## config.mk

```make
export PLATFORM = sky130hd
export DESIGN_NAME = wb_port_arbiter
export DESIGN_NICKNAME = d
export VERILOG_FILES = /design/src/rtl/wb_arb_pkg.sv /design/src/rtl/rr_arbiter.sv /design/src/rtl/wb_port_arbiter.sv
export SDC_FILE = /design/constraint.sdc
export NUM_CORES = 1
export LEC_CHECK = 0
export BUFFER_PORTS_ARGS = -buffer_cell sky130_fd_sc_hd__buf_2
export CAP_MARGIN = 0
export CORE_MARGIN = 10
export CORE_UTILIZATION = 40
export CTS_CLUSTER_DIAMETER = 30
export CTS_CLUSTER_SIZE = 25
export DETAILED_ROUTE_END_ITERATION = 10
export PLACE_DENSITY = 0.78
export SLEW_MARGIN = 10
export SYNTH_ARGS = -nofsm -noshare
export SYNTH_HDL_FRONTEND = slang
export SYNTH_SLANG_ARGS = --single-unit
```

## constraint.sdc

```tcl
create_clock -name clk_i -period 3.25 [get_ports clk_i]
set_input_delay 0.65 -clock clk_i [delete_from_list [all_inputs] [get_ports clk_i]]
set_output_delay 0.65 -clock clk_i [all_outputs]
set_load 0.05 [all_outputs]
```

## src/rtl/wb_arb_pkg.sv

```systemverilog
// -----------------------------------------------------------------------------
// wb_arb_pkg
//   Shared definitions for the writeback port arbiter.
//   - Default widths and requester count.
//   - wb_req_t: one writeback request (destination index + data) at default widths.
// Optional feature macro used by the top: WB_ARB_BYPASS_EN.
// -----------------------------------------------------------------------------
package wb_arb_pkg;

    localparam int XLEN_D = 32;
    localparam int AW_D   = 5;
    localparam int NREQ_D = 3;

    typedef struct packed {
        logic [AW_D-1:0]   rd;
        logic [XLEN_D-1:0] wd;
    } wb_req_t;

endpackage : wb_arb_pkg

```

## src/rtl/rr_arbiter.sv

```systemverilog
// -----------------------------------------------------------------------------
// rr_arbiter
//   Combinational round-robin search. Starting at ptr and wrapping explicitly at
//   N-1 -> 0, the first asserted req bit wins. Nothing wins while en is low.
// Ports
//   req     in   N    request vector
//   ptr     in   PW   index with highest priority this cycle
//   en      in   1    search enable
//   grant   out  N    one-hot grant (all zero when no winner)
//   winner  out  PW   index of the granted requester (0 when none)
// -----------------------------------------------------------------------------
module rr_arbiter
    import wb_arb_pkg::*;
#(
    parameter int N  = NREQ_D,
    parameter int PW = (N > 1) ? $clog2(N) : 1
) (
    input  logic [N-1:0]  req,
    input  logic [PW-1:0] ptr,
    input  logic          en,
    output logic [N-1:0]  grant,
    output logic [PW-1:0] winner
);

    logic          w_found;
    logic [PW-1:0] w_idx;
    int            w_sum;

    always_comb begin
        grant   = '0;
        winner  = '0;
        w_found = 1'b0;
        w_idx   = '0;
        w_sum   = 0;
        if (en) begin
            for (int i = 0; i < N; i++) begin
                // Explicit wrap so non-power-of-two N never visits an unused index.
                w_sum = int'(ptr) + i;
                if (w_sum >= N) begin
                    w_sum = w_sum - N;
                end
                w_idx = PW'(w_sum);
                if (!w_found && req[w_idx]) begin
                    w_found       = 1'b1;
                    grant[w_idx]  = 1'b1;
                    winner        = w_idx;
                end
            end
        end
    end

endmodule : rr_arbiter

```

## src/rtl/wb_port_arbiter.sv

```systemverilog
// -----------------------------------------------------------------------------
// wb_port_arbiter
//   Shares the register file's single write port between NREQ writeback
//   requesters. Round-robin, one grant per cycle, valid/ready handshake; the
//   winning write is registered and drives the register file one cycle later.
//   Optional macro WB_ARB_BYPASS_EN enables combinational forwarding of the
//   in-flight write to the two read indices; otherwise fwd_* are tied to 0.
// Ports
//   clk_i, reset_i         clock (rising edge), synchronous active-high reset
//   hold_i                 stall: no grants while high
//   req_valid_i [NREQ]     write pending per requester
//   req_rd_i [NREQ*AW]     destination index, requester n at [n*AW +: AW]
//   req_wd_i [NREQ*XLEN]   write data, requester n at [n*XLEN +: XLEN]
//   req_ready_o [NREQ]     one-hot grant
//   regwrite_o/rd_o/wd_o   register file write port
//   rs1_i, rs2_i           register file read indices
//   fwd_a_valid_o/fwd_a_o  forward for rs1
//   fwd_b_valid_o/fwd_b_o  forward for rs2
// -----------------------------------------------------------------------------
module wb_port_arbiter
    import wb_arb_pkg::*;
#(
    parameter int NREQ = NREQ_D,
    parameter int XLEN = XLEN_D,
    parameter int AW   = AW_D
) (
    input  logic                 clk_i,
    input  logic                 reset_i,
    input  logic                 hold_i,
    input  logic [NREQ-1:0]      req_valid_i,
    input  logic [NREQ*AW-1:0]   req_rd_i,
    input  logic [NREQ*XLEN-1:0] req_wd_i,
    output logic [NREQ-1:0]      req_ready_o,
    output logic                 regwrite_o,
    output logic [AW-1:0]        rd_o,
    output logic [XLEN-1:0]      wd_o,
    input  logic [AW-1:0]        rs1_i,
    input  logic [AW-1:0]        rs2_i,
    output logic                 fwd_a_valid_o,
    output logic [XLEN-1:0]      fwd_a_o,
    output logic                 fwd_b_valid_o,
    output logic [XLEN-1:0]      fwd_b_o
);

    localparam int PW = $clog2(NREQ);

    logic [PW-1:0]   r_ptr;
    logic            r_regwrite;
    logic [AW-1:0]   r_rd;
    logic [XLEN-1:0] r_wd;

    logic [NREQ-1:0] w_grant;
    logic [PW-1:0]   w_winner;
    logic            w_en;
    logic            w_fire;
    logic [AW-1:0]   w_sel_rd;
    logic [XLEN-1:0] w_sel_wd;
    logic [PW-1:0]   w_ptr_nxt;

    // Reset also blocks grants so no requester believes it was accepted.
    assign w_en = !hold_i && !reset_i;

    rr_arbiter #(.N(NREQ), .PW(PW)) u_rr (
        .req    (req_valid_i),
        .ptr    (r_ptr),
        .en     (w_en),
        .grant  (w_grant),
        .winner (w_winner)
    );

    assign req_ready_o = w_grant;
    assign w_fire      = |w_grant;
    assign w_sel_rd    = req_rd_i[int'(w_winner)*AW +: AW];
    assign w_sel_wd    = req_wd_i[int'(w_winner)*XLEN +: XLEN];
    assign w_ptr_nxt   = (w_winner == PW'(NREQ-1)) ? '0 : w_winner + PW'(1);

    always_ff @(posedge clk_i) begin
        if (reset_i) begin
            r_ptr      <= '0;
            r_regwrite <= 1'b0;
            r_rd       <= '0;
            r_wd       <= '0;
        end else if (w_fire) begin
            r_ptr      <= w_ptr_nxt;
            r_rd       <= w_sel_rd;
            r_wd       <= w_sel_wd;
            // x0 writes are consumed but never reach the register file.
            r_regwrite <= (w_sel_rd != '0);
        end else begin
            r_regwrite <= 1'b0;
        end
    end

    assign regwrite_o = r_regwrite;
    assign rd_o       = r_rd;
    assign wd_o       = r_wd;

`ifdef WB_ARB_BYPASS_EN
    // Covers the cycle before the register file has committed the write.
    assign fwd_a_valid_o = r_regwrite && (r_rd == rs1_i) && (rs1_i != '0);
    assign fwd_a_o       = r_wd;
    assign fwd_b_valid_o = r_regwrite && (r_rd == rs2_i) && (rs2_i != '0);
    assign fwd_b_o       = r_wd;
`else
    assign fwd_a_valid_o = 1'b0;
    assign fwd_a_o       = '0;
    assign fwd_b_valid_o = 1'b0;
    assign fwd_b_o       = '0;
`endif

endmodule : wb_port_arbiter
```

Yosys cells after proc, flatten, opt, wreduce, memory -nomap -nowiden
Index checks and enable logic that the tools add are counted.
{"block": "classes", "n_shift": 2, "n_lt_le_gt_ge": 9, "n_reduce_logical": 13, "eq_ne": 1, "mux": 33, "multipliers": 1, "add_sub_neg": 6, "n_bitwise": 3}
{"op": "$shiftx 96x8->32", "n": 1}
{"op": "$mux 2", "n": 11}
{"op": "$mux 3", "n": 6}
{"op": "$shiftx 15x6->5", "n": 1}
{"op": "$mux 1", "n": 10}
{"op": "$lt 2x3->1 const B", "n": 3}
{"op": "$bmux 1 s2", "n": 3}
{"op": "$demux 1 s2", "n": 3}
{"op": "$ge 2x1->1 const B", "n": 3}
{"op": "$ge 3x2->1 const B", "n": 2}
{"op": "$logic_and 1x1->1", "n": 6}
{"op": "$or 3x3->3", "n": 2}
{"op": "$mul 2x3->5 const B", "n": 1}
{"op": "$reduce_bool 5->1", "n": 1}
{"op": "$logic_not 1->1", "n": 4}
{"op": "$sub 2x1->2 const B", "n": 2}
{"op": "$add 2x1->3 const B", "n": 1}
{"op": "$add 2x2->3 const B", "n": 1}
{"op": "$reduce_or 3->1", "n": 1}
{"op": "$add 2x1->2 const B", "n": 1}
{"op": "$eq 2x2->1 const B", "n": 1}
{"op": "$ge 2x2->1 const B", "n": 1}
{"op": "$reduce_or 2->1", "n": 1}
{"op": "$sub 2x2->2 const B", "n": 1}
{"op": "$not 1->1", "n": 1}
{"block": "totals", "inputBits": 127, "ff_bits": 40, "out_inout_bits": 107, "word_cells": 72}

Depth between registers and ports, before layout
Gate-level depths: netlist of run 1.
{"block": "depth", "ltp_word": 18, "depth_mapped": 12, "ltp_nobuf": 9}

By module
Synthesis of run 1 repeated with hierarchy kept, for this count alone.
{"block": "hier_totals", "hier_cells": 373, "area_unflattened_um2": 3007.9}
{"module": "wb_port_arbiter", "n_inst": 1, "cells_each": 319, "area_each_um2": 2627.5, "seq_area_each_um2": 800.8}
{"module": "rr_arbiter", "n_inst": 1, "cells_each": 54, "area_each_um2": 380.4, "seq_area_each_um2": 0.0}

Worst setup path before layout of run 1
OpenSTA, ideal clock, no wires.
{"block": "synth_path", "path_kind": "register -> output", "startpoint": "register r_ptr[0]", "endpoint": "output port req_ready_o[1]", "stages_incl_launch_ff": 7, "t_arrival_ns": 2.493, "path_slack_ns": 0.107, "n_path_buf": 1, "required_ns": 2.600, "cell_sequence": "dfxtp_1 -> inv_1 -> ha_1 -> clkbuf_1 -> nand4bb_1 -> and2_1 -> a211oi_1"}
{"block": "synth_via", "elab_chain_cells": 15, "elab_cells_between_ends": 51, "cone_classes": "5 x add/sub; 9 x order compare; 28 x mux; 2 x bitwise; 7 x reduce/logical"}
{"element": "start, declared", "line_no": "wb_port_arbiter.sv:47", "text": "logic [PW-1:0] r_ptr;"}
{"element": "start signal, assigned", "line_no": "wb_port_arbiter.sv:84", "text": "r_ptr <= w_ptr_nxt;"}
{"element": "parallel branches: the longest is 13 deep, another holds $add 2x1->3"}
{"element": "$mux 3 *", "line_no": "rr_arbiter.sv:43", "text": "if (!w_found && req[w_idx]) begin"}
{"element": "$mux 3 *", "line_no": "rr_arbiter.sv:35", "text": "if (en) begin"}
{"element": "end, declared", "line_no": "wb_port_arbiter.sv:33", "text": "output logic [NREQ-1:0] req_ready_o,"}
Every way passes the cells marked *. The select of a mux whose other input is x is not followed.

Worst setup path after layout of run 1
{"block": "layout_path", "startpoint": "register r_ptr[1]", "endpoint": "output port req_ready_o[2]"}
Same word-level chain as after synthesis.

==> flow_metrics.env, run 1 <==
export IMPL_status="finished clean"
export IMPL_dr_pass1_iters=5
export IMPL_layout_common_cells="buf_2 (157), conb_1 (66), nor2_1 (41)"
export IMPL_die_width_um=109
export IMPL_power_density_nw_per_um2=621
export IMPL_grt_max_degree=41
export IMPL_cts_tree="yes"
export IMPL_cts_setup_buffers=0
export IMPL_antenna_found_initial=0
export IMPL_startpoint_type="flop"
export IMPL_r2r_slack_ns=0.38
export IMPL_ant_nets=0
export IMPL_place_ws_ns=0.402
export IMPL_cts_root_buf="clkbuf_8"
export IMPL_r2r_end="wd_o[16]"
export IMPL_synth_top_area_frac=0.255
export IMPL_rsz0062_at_grt="no"
export IMPL_clock_path_buffers=2
export IMPL_wl_um=10100
export IMPL_cts_buffers=5
export IMPL_htree_levels=2
export IMPL_gp_congestion=0.858
export IMPL_clkSinkCount=40
export IMPL_grt_pass1_vias=3196
export IMPL_core_area_um2=7690
export IMPL_vias_per_cell=4.92
export IMPL_tns_ns=0
export IMPL_report_final_slew_viol_count=0
export IMPL_netlist_top_cells_area="dfxtp_1 (25%), buf_4 (17%), a311oi_2 (7.6%)"
export IMPL_hold_violations=0
export IMPL_mappedNetlistArea_um2=3140
export IMPL_drc_errors=0
export IMPL_synth_area_leader_cell="dfxtp_1"
export IMPL_synth_cell_types=53
export IMPL_cp_data_required_time_ns=2.60
export IMPL_hpwl_um=8080
export IMPL_clock_fmax_ghz=0.329
export IMPL_arrival_ns=2.39
export IMPL_finClkSkew_ns=0.00109
export IMPL_whs_path_depth=2
export IMPL_clk_pin_slew_ns=0.08
export IMPL_grt_overflow_total=0
export IMPL_worstMarginPinSlew_ns=0.626
export IMPL_reg2reg_depth=10
export IMPL_min_to="wd_o[1]"
export IMPL_diodes=0
export IMPL_synth_warnings=0
export IMPL_ir_drop_uv=282
export IMPL_setup_violations=0
export IMPL_hp_class="reg2reg"
export IMPL_wl_met1_um=3910
export IMPL_period_share=0.935
export IMPL_dieHeight_um=109
export IMPL_nets=630
export IMPL_syn_inst=356
export IMPL_p_total_mw=2.39
export IMPL_setup_slack_ns=0.211
export IMPL_ios=234
export IMPL_drt_iter0_markers=144
export IMPL_met3_wirelength_um=971
export IMPL_gr_usage_all_layers=0.154
export IMPL_cts_resized=0
export IMPL_ys_seq_area_frac=0.255
export IMPL_hp_start="wd_o[1]"
export IMPL_rows=32
export IMPL_maxCapViolations=0
export IMPL_syn_to_final_growth_pct=22.2
export IMPL_final_common_cell="buf_2"
export IMPL_relSlewSlack=0.583
export IMPL_period_needed_ns=3.04
export IMPL_cp_max_fo=8
export IMPL_p_leak_nw=1.84
export IMPL_fp_dieArea_um2=11800
export IMPL_wl_per_cell_um=16.7
export IMPL_insertion_delay_ns=0.28
export IMPL_holdBufCountCts=0
export IMPL_ys_seq_elements=40
export IMPL_drive_above_1_share=0.440
export IMPL_crit_type="reg2out"
export IMPL_grt_pass1_wl_um=15000
export IMPL_wl_met2_um=5130
export IMPL_crit_path_end_kind="primary output"
export IMPL_start_util=0.409
export IMPL_top_layer_used="met4"
export IMPL_port_buffer_count=157
export IMPL_num_vias=2959
export IMPL_worstReg2RegStart="r_ptr[1]"
export IMPL_syn_avg_cell_area_um2=8.83
[per-layer routing]
| layer | track usage | vias up |
|---|---|---|
| met5 | 0 | - |
| met4 | 0.0358 | 0 |
| met3 | 0.0525 | 6 |
| met2 | 0.289 | 156 |
| met1 | 0.161 | 1367 |
| li1 | - | 1430 |
[logic make-up (layout without fill, tap and decap cells)]
kind of cell | after synthesis | count (layout) | share of synthesized area
compound gates | 99 | 99 | 0.315
fa+ha+maj | 4 | 4 | 0.0159
buf+inv | 110 | 189 | 0.235
flops | 40 | 40 | 0.255
mux | 7 | 7 | 0.0231
other cells | 1 | 66 | 0.00119
simple gates | 95 | 95 | 0.156
[final cells by class]
type                       instances  area, um^2
inverter                          17        63.8
multi-input combinational        271        1860
clock inverter                     1        30.0
fill                             757        3840
tap                              102         128
clock buffer                       7        96.3
sequential                        40         801
timing repair buffer             164         863
[worst max-delay path, cell delays in order, from the launching register on]
cell and delay [ns]:
dfxtp_1 0.34, inv_1 0.10, ha_1 0.36, mux2i_1 0.35, o21ai_0 0.17, a21o_1 0.19
o22ai_2 0.26, buf_2 0.34
[where the power goes]
part           switching (mW)  leakage, nW  total (mW)  internal (mW)
Sequential             0.0475        0.329       0.638          0.590
Combinational           0.940         1.45        1.30          0.359
Clock                   0.178       0.0645       0.450          0.271
[cell usage after synthesis, drive strengths merged]
library cell  instances
o31ai                 1
inv                  17
a21o                  1
o21a                  1
buf                  85
o221ai                1
nor2                 42
nand2b                1
a311oi               18
nor3b                13
o32ai                13
a31oi                 3
a21oi                 9
o211ai                1
a31o                  1
nor2b                 3
ha                    4
a22o                  3
dfxtp                40
or3                   1
conb                  1
mux2i                 5
nand2                21
or2                   2
nand4                 1
a221oi                1
nor4b                 1
nand4bb               1
a21bo                 1
a221o                 2
o22ai                 1
a22oi                18
and2                  4
a21boi                1
clkbuf                8
and3b                 1
mux2                  2
a41oi                 1
a211oi               17
nand3b                3
nand3                 1
o21ai                 5
[worst max path at each step]
stage               startpoint             end  slack (ns)
finish                r_ptr[1]  req_ready_o[2]        0.21
global route          r_ptr[1]  req_ready_o[1]        0.09
CTS                   r_ptr[1]  req_ready_o[2]        0.21
floorplan             r_ptr[0]  req_ready_o[1]        0.11
detailed placement    r_ptr[1]        wd_o[16]        0.40
global placement      r_ptr[1]        wd_o[16]        0.55
[sequential cells by signal, summed over array words and instances (netlist names)]
name and count:
wd_o 32, rd_o 5, r_ptr 2, regwrite_o 1
[through the flow]
step	util	hold WS (ns)	cell area (um^2)	cells
6_report	0.500	0.506	3840	602
3_5_place_dp	0.484	0.489	3720	594
3_3_place_gp	0.484	0.476	3720	594
5_1_grt	0.500	0.539	3840	602
2_1_floorplan	-	0.470	3390	421
4_1_cts	0.500	0.506	3840	602
(Power assumes the default switching activity.)
==> run 2, diff against run 1 <==
--- a/config.mk
+++ b/config.mk
@@ -13,6 +13,7 @@
 export CTS_CLUSTER_SIZE = 25
 export DETAILED_ROUTE_END_ITERATION = 10
 export PLACE_DENSITY = 0.78
+export REMOVE_ABC_BUFFERS = 1
 export SLEW_MARGIN = 10
 export SYNTH_ARGS = -nofsm -noshare
 export SYNTH_HDL_FRONTEND = slang
==> run 2 against run 1 <==
Effect of this change: clock power shrank 28%; clock-buffer cell count shrank 2; critical path depth is the same; via count grew 0.24%; final cell count shrank 0.17%; global-route usage is essentially flat; critical endpoint is now req_ready_o[1]; highest routed layer unchanged.
==> flow_metrics.env, run 2 (synthesis gave the netlist of run 1 again) <==
export IMPL_core_area_um2=7690
export IMPL_finClkSkew_ns=0.00522
export IMPL_clkSinkCount=40
export IMPL_power_frac_clock=0.144
export IMPL_switching_share=0.516
export IMPL_grt_pass1_wl_um=15000
export IMPL_relSlewSlack=0.560
export IMPL_status="finished clean"
export IMPL_crit_end="req_ready_o[1]"
export IMPL_power_density_nw_per_um2=594
export IMPL_p_int_mw=1.09
export IMPL_vias_per_cell=4.94
export IMPL_p_leak_nw=1.82
export IMPL_ant_nets=0
export IMPL_cp_data_required_time_ns=2.60
export IMPL_critPathLaunch="r_ptr[1]"
export IMPL_largest_register_ffs=32
export IMPL_dieHeight_um=109
export IMPL_clk_pin_slew_ns=0.08
export IMPL_period_needed_ns=3.07
export IMPL_fp_dieArea_um2=11800
export IMPL_fin_area_um2=3800
export IMPL_rsz0062_at_grt="no"
export IMPL_insertion_delay_ns=0.29
export IMPL_ir_drop_uv=231
export IMPL_r2r_slack_ns=0.41
export IMPL_cp_max_fo=8
export IMPL_critical_path_top_delay_family="simple AND/OR/NAND/NOR gates"
export IMPL_grt_pass1_vias=3060
export IMPL_setup_violations=0
export IMPL_crit_path_cell_trace="inv_1 > ha_1 > mux2i_1 > nand4bb_1 > and2_1 > a211oi_1 > buf_2"
export IMPL_hold_violations=0
export IMPL_final_common_cell="buf_2"
export IMPL_placed_area_um2=3720
export IMPL_p_seq_frac=0.282
export IMPL_tns_ns=0
export IMPL_htree_levels=2
export IMPL_cts_tree="yes"
export IMPL_wl_per_cell_um=16.6
export IMPL_dpl_cell_count=594
export IMPL_layoutNonFillerInstCount=601
export IMPL_hp_class="reg2reg"
export IMPL_holdWs_ns=0.497
export IMPL_report_final_slew_viol_count=0
export IMPL_num_vias=2966
export IMPL_place_ws_ns=0.480
export IMPL_holdBufCountCts=0
export IMPL_cts_root_buf="clkbuf_8"
export IMPL_diodes=0
export IMPL_grt_max_degree=40
export IMPL_rows=32
export IMPL_drive_above_1_share=0.439
export IMPL_crit_path_end_kind="primary output"
export IMPL_combPwrFrac=0.574
export IMPL_wl_um=9990
export IMPL_dr_pass1_iters=4
export IMPL_crit_slowest_cell="ha_1"
export IMPL_fill_cells=752
export IMPL_worstReg2RegStart="r_ptr[1]"
export IMPL_worstMarginPinSlew_ns=0.660
export IMPL_start_util=0.409
export IMPL_reg2reg_depth=10
export IMPL_gr_usage_all_layers=0.154
export IMPL_r2r_end="wd_o[0]"
export IMPL_startpoint_type="flop"
export IMPL_antenna_found_initial=0
export IMPL_cts_buffers=5
export IMPL_drc_errors=0
export IMPL_period_share=0.944
export IMPL_clock_path_buffers=2
export IMPL_final_util=0.494
export IMPL_grt_overflow_total=0
export IMPL_maxCapViolations=0
export IMPL_clock_fmax_ghz=0.326
export IMPL_p_total_mw=2.26
export IMPL_cts_setup_buffers=0
export IMPL_p_sw_mw=1.16
export IMPL_ios=234
export IMPL_gp_congestion=0.804
export IMPL_setup_slack_ns=0.183
export IMPL_drt_iter0_markers=102
export IMPL_syn_to_final_growth_pct=20.8
export IMPL_arrival_ns=2.42
export IMPL_layout_common_cells="buf_2 (157), conb_1 (66), nor2_1 (41)"
export IMPL_worstSetupPathDepth=7
export IMPL_cts_resized=0
export IMPL_nets=630
export IMPL_die_width_um=109
export IMPL_crit_type="reg2out"
export IMPL_worst_path_buf_inv=2
export IMPL_hpwl_um=7990
export IMPL_cpPeakStageDelay_ns=0.36
export IMPL_port_buffer_count=157
[run 2: cell types whose count changed in the layout (fill, tap and decap cells not counted), sizes merged]
cell      previous run  this run
bufinv               1         0
clkbuf               7         5
clkinv               0         1
clkinvlp             0         1
[run 2: how the worst min path moves through the flow]
stage                   from  cells after the start        to
floorplan           r_ptr[0]                      2  r_ptr[0]
global placement     rd_o[4]                      2   rd_o[4]
detailed placement  wd_o[31]                      2  wd_o[31]
CTS                 wd_o[31]                      2  wd_o[31]
global route        r_ptr[0]                      2  r_ptr[0]
finish              wd_o[31]                      2  wd_o[31]
[run 2: power by group through the flow]
stage / clock network, mW / registers [mW] / logic, mW
finish: 0.324 / 0.637 / 1.30
global route: 0.354 / 0.650 / 1.39
detailed placement: 0 / 0.647 / 1.30
global placement: 0 / 0.642 / 1.27
CTS: 0.335 / 0.637 / 1.30
floorplan: 0 / 0.980 / 0.640
[run 2: final cells by class]
type	count	area (um^2)	area share
clock buffer	5	68.8	0.0181
clock inverter	2	12.5	0.00329
inverter	17	63.8	0.0168
multi-input combinational	271	1860	0.490
sequential	40	801	0.211
tap	102	128	0.0336
timing repair buffer	164	863	0.227
[run 2: worst min-delay path: cells and delay by family (launching register included)]
family	cells	cell delay [ns]
AOI/OAI and AO/OA	1	0.05
DFF	1	0.31
and+or+nand+nor	1	0.09
[run 2: routing by layer]
metal  vias to the layer above  GRT usage  routed length (um)
met5                         -          0                   0
met4                         0     0.0452                  68
met3                         9     0.0555                1020
met2                       155      0.273                5100
met1                      1374      0.169                3800
li1                       1428          -                   -
